### config.mk
export PLATFORM = sky130hd
export DESIGN_NAME = fetch_ctrl
export DESIGN_NICKNAME = d
export VERILOG_FILES = /design/src/rtl/fetch_ctrl.sv
export SDC_FILE = /design/constraint.sdc
export NUM_CORES = 1
export LEC_CHECK = 0
export ABC_AREA = 1
export CAP_MARGIN = 30
export CELL_PAD_IN_SITES_DETAIL_PLACEMENT = 0
export CELL_PAD_IN_SITES_GLOBAL_PLACEMENT = 1
export CORE_MARGIN = 4
export CORE_UTILIZATION = 36
export DETAILED_ROUTE_END_ITERATION = 10
export GPL_ROUTABILITY_DRIVEN = 0
export PLACE_DENSITY = 0.77
export SYNTH_ARGS = -nofsm -noshare
export SYNTH_HDL_FRONTEND = slang
export SYNTH_SLANG_ARGS = --single-unit
export TNS_END_PERCENT = 100
### constraint.sdc
create_clock -name clk -period 9.8 [get_ports clk]
set_input_delay 1.96 -clock clk [delete_from_list [all_inputs] [get_ports clk]]
set_output_delay 1.96 -clock clk [all_outputs]
set_load 0.005 [all_outputs]
### src/rtl/fetch_ctrl.sv
// Fetch sequencer: owns the fetch PC, issues one synchronous instruction-memory read per cycle
// and hands fetched words to decode through a 2-entry valid/ready queue.
module fetch_ctrl #(
  parameter logic [31:0] RESET_PC  = 32'h0000_0000,
  parameter int unsigned NUM_INSTR = 1024
) (
  input  logic        clk,
  input  logic        rst,
  output logic [31:0] imem_addr,
  input  logic [31:0] imem_instr,
  input  logic        redirect_valid,
  input  logic [31:0] redirect_pc,
  output logic        out_valid,
  input  logic        out_ready,
  output logic [31:0] out_instr,
  output logic [31:0] out_pc,
  output logic        fetch_fault,
  output logic [31:0] fault_pc
);

  localparam logic [32:0] PC_LIMIT = 33'(NUM_INSTR) * 33'd4;

  typedef enum logic [1:0] {RUN, STALL, FAULT} state_e;

  state_e      state_q, state_d;
  logic [31:0] pc_q, pc_d;
  logic        pending_q, pending_d;
  logic [31:0] req_pc_q, req_pc_d;
  logic [31:0] instr_q [2];
  logic [31:0] instr_d [2];
  logic [31:0] qpc_q [2];
  logic [31:0] qpc_d [2];
  logic [1:0]  cnt_q, cnt_d;
  logic        fault_q, fault_d;
  logic [31:0] fault_pc_q, fault_pc_d;

  logic        pop;
  logic [1:0]  cnt_pop;
  logic        credit_ok;
  logic        pc_bad;
  logic        redir_bad;

  always_comb begin
    pop       = (cnt_q != 2'd0) && out_ready;
    cnt_pop   = cnt_q - {1'b0, pop};
    credit_ok = ({1'b0, cnt_pop} + {2'b00, pending_q}) <= 3'd1;
    pc_bad    = (pc_q[1:0] != 2'b00) || ({1'b0, pc_q} >= PC_LIMIT);
    redir_bad = (redirect_pc[1:0] != 2'b00) || ({1'b0, redirect_pc} >= PC_LIMIT);

    state_d    = state_q;
    pc_d       = pc_q;
    pending_d  = pending_q;
    req_pc_d   = req_pc_q;
    instr_d    = instr_q;
    qpc_d      = qpc_q;
    fault_d    = fault_q;
    fault_pc_d = fault_pc_q;

    // Pop shifts the tail into the head; the returning word lands in the first free slot.
    if (pop) begin
      instr_d[0] = instr_q[1];
      qpc_d[0]   = qpc_q[1];
    end
    if (pending_q) begin
      instr_d[cnt_pop[0]] = imem_instr;
      qpc_d[cnt_pop[0]]   = req_pc_q;
    end
    cnt_d = cnt_pop + {1'b0, pending_q};

    if (redirect_valid) begin
      cnt_d     = 2'd0;
      pending_d = 1'b0;
      pc_d      = redirect_pc;
      if (redir_bad) begin
        state_d    = FAULT;
        fault_d    = 1'b1;
        fault_pc_d = redirect_pc;
      end else begin
        state_d = RUN;
        fault_d = 1'b0;
      end
    end else if (state_q == FAULT) begin
      pending_d = 1'b0;
    end else if (pc_bad) begin
      // Walking off the end still lets the last legal word drain out of the queue.
      state_d    = FAULT;
      pending_d  = 1'b0;
      fault_d    = 1'b1;
      fault_pc_d = pc_q;
    end else if (credit_ok) begin
      state_d   = RUN;
      pending_d = 1'b1;
      req_pc_d  = pc_q;
      pc_d      = pc_q + 32'd4;
    end else begin
      state_d   = STALL;
      pending_d = 1'b0;
    end
  end

  always_ff @(posedge clk) begin
    if (rst) begin
      state_q    <= RUN;
      pc_q       <= RESET_PC;
      pending_q  <= 1'b0;
      req_pc_q   <= 32'd0;
      instr_q[0] <= 32'd0;
      instr_q[1] <= 32'd0;
      qpc_q[0]   <= 32'd0;
      qpc_q[1]   <= 32'd0;
      cnt_q      <= 2'd0;
      fault_q    <= 1'b0;
      fault_pc_q <= 32'd0;
    end else begin
      state_q    <= state_d;
      pc_q       <= pc_d;
      pending_q  <= pending_d;
      req_pc_q   <= req_pc_d;
      instr_q[0] <= instr_d[0];
      instr_q[1] <= instr_d[1];
      qpc_q[0]   <= qpc_d[0];
      qpc_q[1]   <= qpc_d[1];
      cnt_q      <= cnt_d;
      fault_q    <= fault_d;
      fault_pc_q <= fault_pc_d;
    end
  end

  assign imem_addr   = pc_q;
  assign out_valid   = (cnt_q != 2'd0);
  assign out_instr   = instr_q[0];
  assign out_pc      = qpc_q[0];
  assign fetch_fault = fault_q;
  assign fault_pc    = fault_pc_q;

endmodule

Word-level counts from Yosys, hierarchy flattened

Cells that the tools add are included.

Bits in registers: 230
Bits of input ports: 68
Output and inout port bits: 130

$add $sub $neg: 4
$lt $le $gt $ge: 5
Equality and inequality tests: 4
Muxes and demuxes: 26
Bitwise gates (word level): 4
Reduce and logical (&&, ||, !) cells: 15

Operator list:

| cell                    | count |
|---|---|
| $mux W32                | 11 |
| $bwmux W64              | 2 |
| $mux W64                | 2 |
| $ge A32 B13 Y1 const B  | 2 |
| $add A32 B3 Y32 const B | 1 |
| $demux W32 S1           | 1 |
| $reduce_bool A2 Y1      | 5 |
| $mux W2                 | 4 |
| $mux W1                 | 6 |
| $reduce_and A3 Y1       | 2 |
| $ne A2 B2 Y1 const B    | 2 |
| $reduce_and A4 Y1       | 1 |
| $reduce_or A4 Y1        | 1 |
| $add A2 B1 Y3           | 1 |
| $le A3 B1 Y1 const B    | 1 |
| $not A1 Y1              | 3 |
| $add A2 B1 Y2           | 1 |
| $eq A2 B2 Y1 const B    | 1 |
| $ge A2 B2 Y1 const B    | 1 |
| $logic_and A1 B1 Y1     | 2 |
| $logic_or A1 B1 Y1      | 2 |
| $lt A2 B1 Y1 const B    | 1 |
| $ne A2 B1 Y1 const B    | 1 |
| $not A1 Y2              | 1 |
| 3 further kinds         | 3 |

Depth between registers and ports, before layout

Gate-level depths: netlist (run 1).

Depth after elaboration: 10
Mapped depth: 21
Depth with buffers taken out: 17

Worst setup path before layout (run 1)

Ideal clock, no wire load.

Kind: input to register
Start: input port out_ready
End: register pc_q[3] (netlist: imem_addr[3])
Setup time: 0.128 ns
Data arrival time: 4.437 ns
Data required time: 9.672 ns
Setup slack: 5.236 ns
Cell stages on the path: 18
Path buffers: 3
Cells stage by stage: nand2_1 > inv_1 > clkbuf_1 > ha_1 > inv_1 > ha_1 > buf_2 > clkinv_1 > clkbuf_1 > ha_1 > nand2_1 > nand2_1 > nand2_1 > inv_1 > o21bai_1 > nand3_1 > nand2_1 > nor2_1

Longest elaborated chain between the ends: 6

RTL lines:

| element                      | RTL line | text |
|---|---|---|
| start: declaration           | 14       | `input logic out_ready,` |
| $logic_and A1 B1 Y1          | 44       | `pop = (cnt_q != 2'd0) && out_ready;` |
| $sub A2 B1 Y2                | 45       | `cnt_pop = cnt_q - {1'b0, pop};` |
| $add A2 B1 Y3                | 46       | `credit_ok = ({1'b0, cnt_pop} + {2'b00, pending_q}) <= 3'd1;` |
| $le A3 B1 Y1                 | 46       |  |
| $reduce_bool A2 Y1 (no line) | -        |  |
| $reduce_and A3 Y1 (no line)  | -        |  |
| end signal: assignment       | 116      | `pc_q <= pc_d;` |
| end: declaration             | 26       | `logic [31:0] pc_q, pc_d;` |

No other way between the ends.
A chain may end at the register's enable or synchronous reset.

Worst setup path in the final report (run 1)

Start: input port out_ready
End: register pc_q[10] (netlist: imem_addr[10])

Same word-level chain as after synthesis.

==> impl_metrics.tcl, run 1 <==
set metrics [dict create \
    outcome "finished, final reports clean" \
    grt_max_degree 76 \
    num_antenna_cells 0 \
    antenna_left 0 \
    tightest_slew_ns 0.772 \
    mostFrequentLayoutCell "nand2_1" \
    path_max_fanout 65 \
    setup_viol 0 \
    worstSetupStartpointType "input port" \
    antenna_found_initial 0 \
    clock.fmax_mhz 170 \
    r2r_cells 18 \
    cts_root_buf "clkbuf_16" \
    clock_path_buffers 3 \
    ys_seq_area_share_pct 45.4 \
    synthesis.nets 1449 \
    final_core_util_pct 45.7 \
    synth_area_mm2 0.0101 \
    final_cell_mix "nand2_1, dfxtp_1, nor2_1, clkdlybuf4s50_1, inv_1" \
    die_x_um 176 \
    power_mw 2.17 \
    io_buffers 197 \
    grt_pass1_wl_mm 42.2 \
    min_path_cells 2 \
    clk_latency_ns 0.53 \
    cts_buffers 27 \
    peakVddDrop_v 0.000102 \
    cts_resized 0 \
    cp_num_buf_inv 7 \
    die_height_um 176 \
    ys_warn_count 0 \
    synth_compound_area_share_pct 11.3 \
    syn_to_final_growth_pct 25.2 \
    p_leak_nw 5.84 \
    finalCritPeriodShare_pct 60.1 \
    period_needed_ns 5.89 \
    cap_violations 0 \
    hold_class "register to register" \
    dp_hpwl_mm 16.1 \
    dr.pass1.iters 5 \
    core_area_mm2 0.0278 \
    synth_xor_area_share_pct 0.0864 \
    critPathTopFamily "buffers and inverters" \
    initial_core_util_pct 36.5 \
    hold_viol 0 \
    synth_seq_cells 230 \
    drt_iter0_drc 482 \
    synth_top_family_by_area "simple AND/OR/NAND/NOR gates" \
    cts_num_sinks 230 \
    io-pin-count 198 \
    nFillCells 2891 \
    wl_per_cell_um 13.9 \
    drv_slew 0 \
    crit_path_frequent_cell "nand2_1" \
    dieArea_mm2 0.0309 \
    cts.clk_slew.worst_paths_ns 0.06 \
    synth.mux.area_fraction_pct 1.88 \
    r2r_end "imem_addr[10]" \
    tns_ns 0 \
    power_density_mw_per_mm2 171 \
    synthCells 1374 \
    min_from "req_pc_q[16]" \
    track_usage_pct 16.2 \
    required_ns 10.21 \
    max_slew_margin_pct 48.6 \
    htreeDepth 1 \
    end_kind "register" \
    grt_pass1_vias 8188 \
    final_nets 1536 \
    cpPeakStageDelay_ns 0.68 \
    num_vias 8532 \
    yosys.area_share.simple_pct 25.9 \
    path_class "input port to register" \
    hold-path-endpoint "req_pc_q[16]" \
    viasPerCell 4.59 \
    cts_hold_buf 0 \
    synth_top_area_share_pct 45.4 \
    cp.arrival_ns 6.29 \
    avgSynthCellArea_um2 7.38 \
    synth.distinct_cells 35 \
    num_rows 61 \
    ys_top_cells_by_area "dfxtp_1, nand2_1, nor2_1, buf_4, inv_1" \
    grt_setup_unrepaired "no" \
    yosys.area.top_type "dfxtp_1" \
    r2r_slack_ns 5.11 \
    drive_above_1_share_pct 5.27 \
    cp_cell_sequence "clkdlybuf4s50_1 -> nand2_2 -> buf_4 -> inv_2 -> ha_1 -> inv_1 -> ha_2 -> buf_4 -> clkinv_1 -> ha_1 -> nand2_1 -> nand2_1 -> nand2_1 -> inv_1 -> nand2_1 -> nand3_1 -> nor2_1 -> nor2_1" \
    crit_slowest_cell "ha_2" \
    overflow 0 \
    wl_mm 25.8 \
    synthAdderAreaFrac_pct 0.864 \
    r2r_start "cnt_q[1]" \
    cts_setup_buffers 0 \
    cts_tree "done" \
    drc 0 \
    clock_skew_ns 0.0186 \
]
## layout make-up
| class | instances | area (um2) | share of cell area [%] |
|---|---|---|---|
| tap | 378 | 473 | 3.73 |
| clock inverter | 8 | 96.3 | 0.759 |
| multi-input combinational | 843 | 4080 | 32.1 |
| clock buffer | 40 | 815 | 6.42 |
| inverter | 152 | 573 | 4.51 |
| timing repair buffer | 207 | 2060 | 16.2 |
| sequential | 230 | 4600 | 36.3 |
## per-stage QoR
step,hold WS (ns),instance area [um2],worst slack [ns],cells
after floorplan,0.437,10100,5.24,1374
after global placement,0.449,11800,3.41,1809
after detailed placement,0.455,11800,3.28,1810
after CTS,0.464,12700,3.84,1858
after global routing,0.483,12700,3.48,1858
final,0.461,12700,3.91,1858
## worst register-to-register path, stage by stage, from the launching register on
cell and delay (ns):
dfxtp_1 0.32, or2_2 0.35, nand2_2 0.07, buf_4 0.60
inv_2 0.09, ha_1 0.35, inv_1 0.07, ha_2 0.68
buf_4 0.54, clkinv_1 0.22, ha_1 0.22, nand2_1 0.06
nand2_1 0.04, nand2_1 0.14, inv_1 0.10, nand2_1 0.11
nand3_1 0.35, nor2_1 0.21, nor2_1 0.06
## cells in the mapped netlist, drive strengths merged
library cell    n
a21boi          2
a21oi          31
a32oi           2
and2b           3
buf           102
clkbuf         47
clkinv          1
dfxtp         230
ha              7
inv           151
mux2i          19
nand2         291
nand3          77
nand3b          2
nand4           7
nor2          205
nor2b          17
nor3           23
nor4            1
o211ai         65
o21ai          87
o21bai          1
or2             2
xnor2           1
## routing by layer
layer / up-vias / track usage [%] / share of wire [%]
li1: 4455 / - / -
met1: 3848 / 21.8 / 47
met2: 193 / 26.0 / 44
met3: 36 / 4.48 / 6.8
met4: 0 / 3.90 / 2.1
met5: - / 0 / 0
## cell families (layout without fill, tap and decap cells)
group,after synthesis,after routing
AOI/OAI and AO/OA,188,188
muxes,19,19
xor gates and xnor gates,1,1
buffers and inverters,301,407
DFF,230,230
adders and majority gates,7,7
and+or+nand+nor,628,628
## worst max path at each step
stage,startpoint,end,slack (ns),cells after the start
after detailed placement,out_ready,imem_addr[10],3.28,18
after global placement,out_ready,imem_addr[11],3.41,19
after floorplan,out_ready,imem_addr[3],5.24,18
after CTS,out_ready,imem_addr[10],3.84,18
final,out_ready,imem_addr[10],3.91,18
after global routing,out_ready,imem_addr[10],3.48,18
## where the power goes
group,switching [mW],internal (mW),leakage (nW)
Clock,0.394,0.624,0.451
Sequential,0.0182,0.958,1.87
Combinational,0.0885,0.0924,3.52
Total,0.501,1.67,5.84
Note: power is estimated with default switching activity, not from simulation.
==> run 2: changes to the inputs <==
==> constraint.sdc (replaced) <==
create_clock -name clk -period 5.5 [get_ports clk]
set_input_delay 1.1 -clock clk [delete_from_list [all_inputs] [get_ports clk]]
set_output_delay 1.1 -clock clk [all_outputs]
set_load 0.005 [all_outputs]
==> impl_metrics.tcl, run 2 (synthesis results as in run 1) <==
set metrics [dict create \
    outcome "finished, final reports clean" \
    overflow 0 \
    peakVddDrop_v 0.000176 \
    crit_path_frequent_cell "nand2_1" \
    clock.fmax_mhz 301 \
    syn_to_final_growth_pct 25.8 \
    path_max_fanout 11 \
    drc 0 \
    viasPerCell 4.57 \
    cts_num_sinks 230 \
    clock_path_buffers 3 \
    required_ns 5.95 \
    grt_pass1_vias 8294 \
    setup_ws_ns 2.18 \
    p_leak_nw 5.87 \
    wl_per_cell_um 13.6 \
    antenna_left 0 \
    cts_setup_buffers 0 \
    cts_resized 0 \
    cpPeakStageDelay_ns 0.47 \
    num_antenna_cells 0 \
    grt_pass1_wl_mm 42.4 \
    clock_skew_ns 0.0200 \
    hold_class "register to register" \
    antenna_found_initial 0 \
    final_cell_mix "nand2_1, dfxtp_1, nor2_1, clkdlybuf4s50_1, inv_1" \
    grt_max_degree 87 \
    cp.arrival_ns 3.77 \
    initial_core_util_pct 36.5 \
    cts_root_buf "clkbuf_16" \
    period_needed_ns 3.32 \
    cts.clk_slew.worst_paths_ns 0.06 \
    min_from "req_pc_q[28]" \
    r2r_start "cnt_q[1]" \
    cp-startpoint "out_ready" \
    path_class "input port to register" \
    cap_violations 0 \
    finalCritPeriodShare_pct 60.4 \
    nFillCells 2847 \
    grt_setup_unrepaired "no" \
    dr.pass1.iters 5 \
    dp_hpwl_mm 15.7 \
    cp_cell_sequence "clkdlybuf4s50_1 -> nand2_2 -> inv_2 -> ha_1 -> inv_1 -> ha_2 -> clkinv_1 -> ha_1 -> nand2_1 -> nand2_1 -> nand2_1 -> inv_1 -> nand2_1 -> nand3_1 -> nand2_1 -> nand2_1 -> nor2_1" \
    tightest_slew_ns 0.838 \
    io_buffers 197 \
    cts_hold_buf 0 \
    num_rows 61 \
    place_ws_ns 1.62 \
    cts_buffers 27 \
    whs_ns 0.458 \
    dieArea_mm2 0.0309 \
    io-pin-count 198 \
    drv_slew 0 \
    die_x_um 176 \
    worstSetupStartpointType "input port" \
    crit_slowest_cell "clkdlybuf4s50_1" \
    drive_above_1_share_pct 5.46 \
    max_slew_margin_pct 44.2 \
    track_usage_pct 16.2 \
    hold_viol 0 \
    die_height_um 176 \
    htreeDepth 1 \
    power_density_mw_per_mm2 309 \
    clk_latency_ns 0.53 \
    drt_iter0_drc 580 \
    end_kind "register" \
    core_area_mm2 0.0278 \
    wl_mm 25.3 \
    setup_viol 0 \
    mostFrequentLayoutCell "nand2_1" \
    cts_tree "done" \
    final_nets 1537 \
    tns_ns 0 \
    num_vias 8508 \
]
-- run 2: cell count changes in the layout (fill, tap and decap cells not counted), sizes merged --
cell / change
buf: +1
inv: +1
bufinv: +1
clkinvlp: -1
clkbuf: +1
-- run 2: power by group --
part / leakage [nW] / switching [mW] / total, mW / internal (mW)
sequential: 1.87 / 0.0323 / 1.74 / 1.71
clock: 0.478 / 0.704 / 1.88 / 1.18
combinational: 3.53 / 0.157 / 0.320 / 0.163
-- run 2: per-layer routing --
| metal | track usage [%] | vias up | share of wire (%) |
|---|---|---|---|
| met4 | 3.67 | 0 | 2.0 |
| met2 | 26.3 | 190 | 45 |
| met3 | 4.56 | 32 | 6.9 |
| li1 | - | 4466 | - |
| met1 | 21.5 | 3820 | 46 |
| met5 | 0 | - | 0 |
-- run 2: worst max-delay path, delay by kind of cell --
family / cells / cell delay (ns)
buffers and inverters: 5 / 0.80
adders and majority gates: 3 / 0.70
and+or+nand+nor: 9 / 1.17
-- run 2: per-stage QoR --
step / instances / util [%] / cell area (um2) / power (mW)
after global placement: 1810 / 42.3 / 11800 / 2.10
after CTS: 1861 / 45.9 / 12700 / 4.00
after detailed placement: 1811 / 42.4 / 11800 / 2.10
after global routing: 1861 / 45.9 / 12700 / 4.12
after floorplan: 1374 / - / 10100 / 1.93
final: 1861 / 45.9 / 12700 / 3.94
-- run 2: path summary, 6_finish.rpt --
| kind | to | depth (start not counted) | slack, ns |
|---|---|---|---|
| worst max register to register | imem_addr[6] | 17 | 2.60 |
| worst min register to register | req_pc_q[28] | 2 | 0.46 |
| worst min-delay path | req_pc_q[28] | 2 | 0.46 |
| worst max-delay path | imem_addr[6] | 17 | 2.18 |
-- run 2: layout make-up --
cell class / instances / area (um2) / share of cell area (%)
flip-flops and latches: 230 / 4600 / 36.1
clock inverters: 9 / 130 / 1.02
multi-input cells: 843 / 4080 / 32.0
well taps: 378 / 473 / 3.71
inverters: 152 / 573 / 4.49
clock buffers: 41 / 828 / 6.50
repair buffers: 208 / 2060 / 16.2
==> patch 1 (flow settings as in run 2) <==
Make the reset (`rst`) asynchronous in one clocked block.
--- a/src/rtl/fetch_ctrl.sv
+++ b/src/rtl/fetch_ctrl.sv
@@ -98,7 +98,7 @@
     end
   end
 
-  always_ff @(posedge clk) begin
+  always_ff @(posedge clk or posedge rst) begin
     if (rst) begin
       state_q    <= RUN;
       pc_q       <= RESET_PC;
Formal check against the unedited RTL: differs if rst is asserted again (counterexample within 4 cycles, from zero or initial values and one cycle with rst high); with rst held inactive, the same outputs for 4 cycles.
==> patch 1 against run 2 <==
Wire length up 5.8%; synthesized area is 1.1% higher; clock skew down 0.0077 ns; largest cell class unchanged; fmax is 1.5% lower; worst setup slack got worse by 0.051 ns; hold slack improved by 0.011 ns; sequential cell count unchanged; design area is 0.62% higher.
Power is not compared: it rests on default switching activity, and its combinational part moved more than twofold at a synthesized area within 25%.
==> patch 1: results (changes against run 2) <==
stage;metric;value;unit;change
outcome;status;finished clean;;unchanged
global_routing;grt_max_degree;120;;was 87
clock_network;cts_made_buffers;27;;unchanged
critical_path;cp_slowest_cell;clkdlybuf4s50_1;;unchanged
clock_network;root_buffer;clkbuf_16;;unchanged
timing;skew;0.01229;ns;was 0.01995 ns
global_routing;track_usage;0.1675;;was 0.1618
critical_path;reg2reg_depth;17;;unchanged
critical_path;reg2reg_slack;2.42;ns;was 2.60 ns
synth;async_flop_share;1.000;;was 0
clock_network;cts_max_path_buffers;3;;unchanged
cells_and_area;fillerInstances;2740;;was 2847
synth;synth_cell_types;31;;was 35
clock_network;clock_latency;0.51;ns;was 0.53 ns
timing;holdWs;0.4690;ns;was 0.4584 ns
drt;via_per_inst;4.759;;was 4.572
synth;synth.top_cells.by_area;dfrtp_1, nand2_1, buf_4, nor2_1, o21ai_0;;was dfxtp_1, nand2_1, nor2_1, buf_4, inv_1
clock_network;cts_resized;0;;unchanged
global_routing;grt_pass1_vias;7960;;was 8294
global_routing;grt_pass1_wl;43.21;mm;was 42.45 mm
synth;syn_nets;1277;;was 1449
drt;drt_iter0_drc;534;;was 580
synth;yosysWarnings;0;;unchanged
critical_path;crit_fanout;12;;was 11
cells_and_area;drive_gt1_frac;0.05144;;was 0.05462
hold_path;min_path_cells;2;;unchanged
critical_path;cpPeakStageDelay;0.48;ns;
synth;synthTopCellsByCount;nand2_1, dfrtp_1, nor2_1;;was nand2_1, dfxtp_1, nor2_1
power;ir_worst_vdd;0.1841;mV;
place;hpwl;17.21;mm;was 15.73 mm
synth;synth_seq_area_share;0.5615;;was 0.4542
critical_path;timing.rr.start;cnt_q[1];;unchanged
critical_path;r2r-end;imem_addr[8];;was imem_addr[6]
timing;maxSlewHeadroom;0.3502;;was 0.4415
place;port_buffers;197;;unchanged
critical_path;arrival;3.76;ns;was 3.77 ns
clock_network;clkTransAtPathRegs;0.06;ns;about the same
drt;wire_per_inst;15.77;um;was 13.61 um
power;p_leak;6.263;nW;
global_routing;antenna_found_initial;0;;unchanged
clock_network;h-tree-depth;1;;unchanged
clock_network;cts_setup_buffers;0;;unchanged
synth;synth_top_flop_cell;dfrtp_1;;was dfxtp_1
timing;maxSlewViolCount;0;;unchanged
cells_and_area;fin_nets;1383;;was 1537
drt;first_pass_iters;5;;unchanged
hold_path;min_path_type;reg -> reg;;unchanged
cells_and_area;antennaDiodeCount;0;;unchanged
[patch 1: changes by cell type after synthesis, sizes merged, moves of 61 or more]
cell and change:
o211ai -61, dfrtp +230, dfxtp -230, inv -101, nor2 -80, nand2 +170
[patch 1: area by class of cell]
type                            instances  area (um2)  share of cell area
Multi-Input combinational cell        788        3505              0.2732
Timing Repair Buffer                  210        2082              0.1623
Tap cell                              378       473.0             0.03687
Sequential cell                       230        5756              0.4486
Inverter                               51       195.2             0.01521
Clock buffer                           37       763.2             0.05949
Clock inverter                          6       55.05            0.004291
[patch 1: worst max path at each step]
stage / start / to / slack [ns] / depth (start not counted)
6_report: out_ready / imem_addr[8] / 2.13 / 17
2_1_floorplan: rst / asynchronous set/reset pin / 1.39 / 1
5_1_grt: out_ready / imem_addr[2] / 1.92 / 17
4_1_cts: out_ready / imem_addr[8] / 2.15 / 17
3_3_place_gp: out_ready / imem_addr[3] / 1.72 / 17
3_5_place_dp: out_ready / imem_addr[8] / 1.61 / 17
[patch 1: cells by family (layout without fill, tap and decap cells)]
family	Yosys count	after routing	share of synthesized area
and+or+nand+nor	654	654	0.2607
adders and majority gates	7	7	0.008545
xor gates and xnor gates	1	1	0.0008546
AOI/OAI and AO/OA	126	126	0.07056
DFF	230	230	0.5615
buffers and inverters	184	304	0.09778
[patch 1: critical path, delay by kind of cell]
family | cells | cell delay [ns]
adder cells (fa/ha/maj) | 3 | 0.71
buffers and inverters | 6 | 0.78
AND/OR/NAND/NOR | 8 | 1.15
[patch 1: metal layers]
metal,vias up,routed length [um],GRT usage
met5,-,0,0
met1,3807,12460,0.2398
li1,3982,-,-
met2,266,11750,0.2585
met3,35,2223,0.04636
met4,0,375,0.03127
[patch 1: per-stage QoR]
step / cells / total power [mW] / setup slack, ns / cell area [um2]
2_1_floorplan: 1202 / 2.391 / 1.392 / 10250
3_3_place_gp: 1657 / 2.748 / 1.717 / 12010
3_5_place_dp: 1657 / 2.753 / 1.614 / 12010
4_1_cts: 1700 / 4.445 / 2.145 / 12830
5_1_grt: 1700 / 4.593 / 1.924 / 12830
6_report: 1700 / 4.370 / 2.128 / 12830
[patch 1: power by group]
group	switching, mW	total [mW]	internal [mW]
registers	0.104	1.95	1.84
logic	0.368	0.767	0.399
clock network	0.655	1.66	1.00
total	1.13	4.37	3.24
==> patch 2 (settings of run 2) <==
Made on the original files. Set the parameter `NUM_INSTR` to 768 (it was 1024).
--- a/src/rtl/fetch_ctrl.sv
+++ b/src/rtl/fetch_ctrl.sv
@@ -2,7 +2,7 @@
 // and hands fetched words to decode through a 2-entry valid/ready queue.
 module fetch_ctrl #(
   parameter logic [31:0] RESET_PC  = 32'h0000_0000,
-  parameter int unsigned NUM_INSTR = 1024
+  parameter int unsigned NUM_INSTR = 768
 ) (
   input  logic        clk,
   input  logic        rst,
Formal check against the unedited RTL: not equivalent (a bounded check fails within 4 cycles, from zero or initial values and one cycle with rst high).
==> patch 2 against run 2 <==
Sequential cell count is the same; worst setup slack gained 0.27 ns; clock skew is 0.0042 ns higher; wire length grew 4.6%; fmax is 9.0% higher; synthesized area increased by 0.39%; design area increased by 0.24%; hold slack about the same; total power shrank 2.2%; sequential share of layout area down 0.085 points; sequential power about the same.
==> patch 2: results (changes against run 2) <==
stage;metric;value;unit;change
hold_path;hold_path_startpoint;req_pc_q[29];;was req_pc_q[28]
critical_path;critPathLaunchType;input port;;unchanged
drt;wl_met3;2.327;mm;was 1.749 mm
critical_path;reg2reg_slack;2.88;ns;was 2.60 ns
power;p_leak;6.060;nW;was 5.874 nW
hold_path;holdPathEnd;req_pc_q[29];;was req_pc_q[28]
place;hpwl;16.79;mm;was 15.73 mm
power;p_comb_frac;0.087;;was 0.081
critical_path;cpPeakStageDelay;0.65;ns;was 0.47 ns
global_routing;grt_max_degree;97;;was 87
timing;fin_ws;2.453;ns;was 2.179 ns
timing;skew;0.02414;ns;was 0.01995 ns
outcome;status;finished clean;;unchanged
synth;async_flop_share;0;;unchanged
timing;holdWs;0.4583;ns;was 0.4584 ns
place;pre_cts_ws;1.857;ns;was 1.624 ns
drt;wirelength;26.49;mm;was 25.33 mm
global_routing;globalRouteMet2Util;0.2728;;was 0.2626
drt;dr_wl_met2;11.56;mm;was 11.32 mm
critical_path;crit_end;req_pc_q[11];;was imem_addr[6]
place;place_area;11850;um2;was 11790 um2
cells_and_area;fin_nets;1567;;was 1537
place;placed_cells;1842;;was 1811
drt;wl_met1;12.13;mm;was 11.75 mm
critical_path;reg2reg_depth;11;;was 17
cells_and_area;fillerInstances;2886;;was 2847
power;ir_worst_vdd;0.2285;mV;was 0.1762 mV
power;swShare;0.2369;;was 0.2265
synth;synthTopCellsByCount;nand2_1, dfxtp_1, nor2_1;;unchanged
global_routing;grt_use_met3;0.05610;;was 0.04563
critical_path;arrival;3.44;ns;was 3.77 ns
critical_path;crit_fanout;31;;was 11
synth;syn_nets;1481;;was 1449
global_routing;grt_pass1_vias;8474;;was 8294
synth;synth_seq_area_share;0.4524;;was 0.4542
drt;drt_iter0_drc;426;;was 580
drt;num_vias;8722;;was 8508
global_routing;track_usage;0.1672;;was 0.1618
timing;tightest_slew;0.8286;ns;was 0.8377 ns
power;p_clk_frac;0.461;;was 0.477
place;port_buffers;197;;unchanged
drt;via_per_inst;4.605;;was 4.572
cells_and_area;drive_gt1_frac;0.05347;;was 0.05462
drt;first_pass_iters;4;;was 5
power;p_comb;336;uW;was 320 uW
critical_path;cp_slowest_cell;nor2_4;;was clkdlybuf4s50_1
synth;syn_inst;1408;;was 1374
global_routing;use_met1;0.2156;;was 0.2153
synth;synth.top_cells.by_area;dfxtp_1, nand2_1, nor2_1, inv_1, nand3_1;;was dfxtp_1, nand2_1, nor2_1, buf_4, inv_1
synth;synth_cell_types;31;;was 35
[patch 2: area by class of cell]
type | instances | area (um2) | area share
timing repair buffer | 207 | 2090 | 0.1635
antenna | 1 | 2.502 | 0.0001958
sequential | 230 | 4604 | 0.3603
inverter | 188 | 708.2 | 0.05541
tap | 378 | 473.0 | 0.03701
clock inverter | 15 | 142.6 | 0.01116
clock buffer | 35 | 755.7 | 0.05913
multi-input combinational | 840 | 4004 | 0.3133
[patch 2: cell families (layout without fill, tap and decap cells)]
| family | count (synthesis) | count (layout) | share of synthesized area |
|---|---|---|---|
| multiplexers | 21 | 21 | 0.02065 |
| AND/OR/NAND/NOR | 632 | 632 | 0.2595 |
| other | 0 | 1 | 0 |
| AO/OA/AOI/OAI | 181 | 181 | 0.1050 |
| XOR/XNOR | 1 | 1 | 0.0008606 |
| buffers and inverters | 338 | 445 | 0.1555 |
| adder cells (fa/ha/maj) | 5 | 5 | 0.006146 |
| flip-flops | 230 | 230 | 0.4524 |
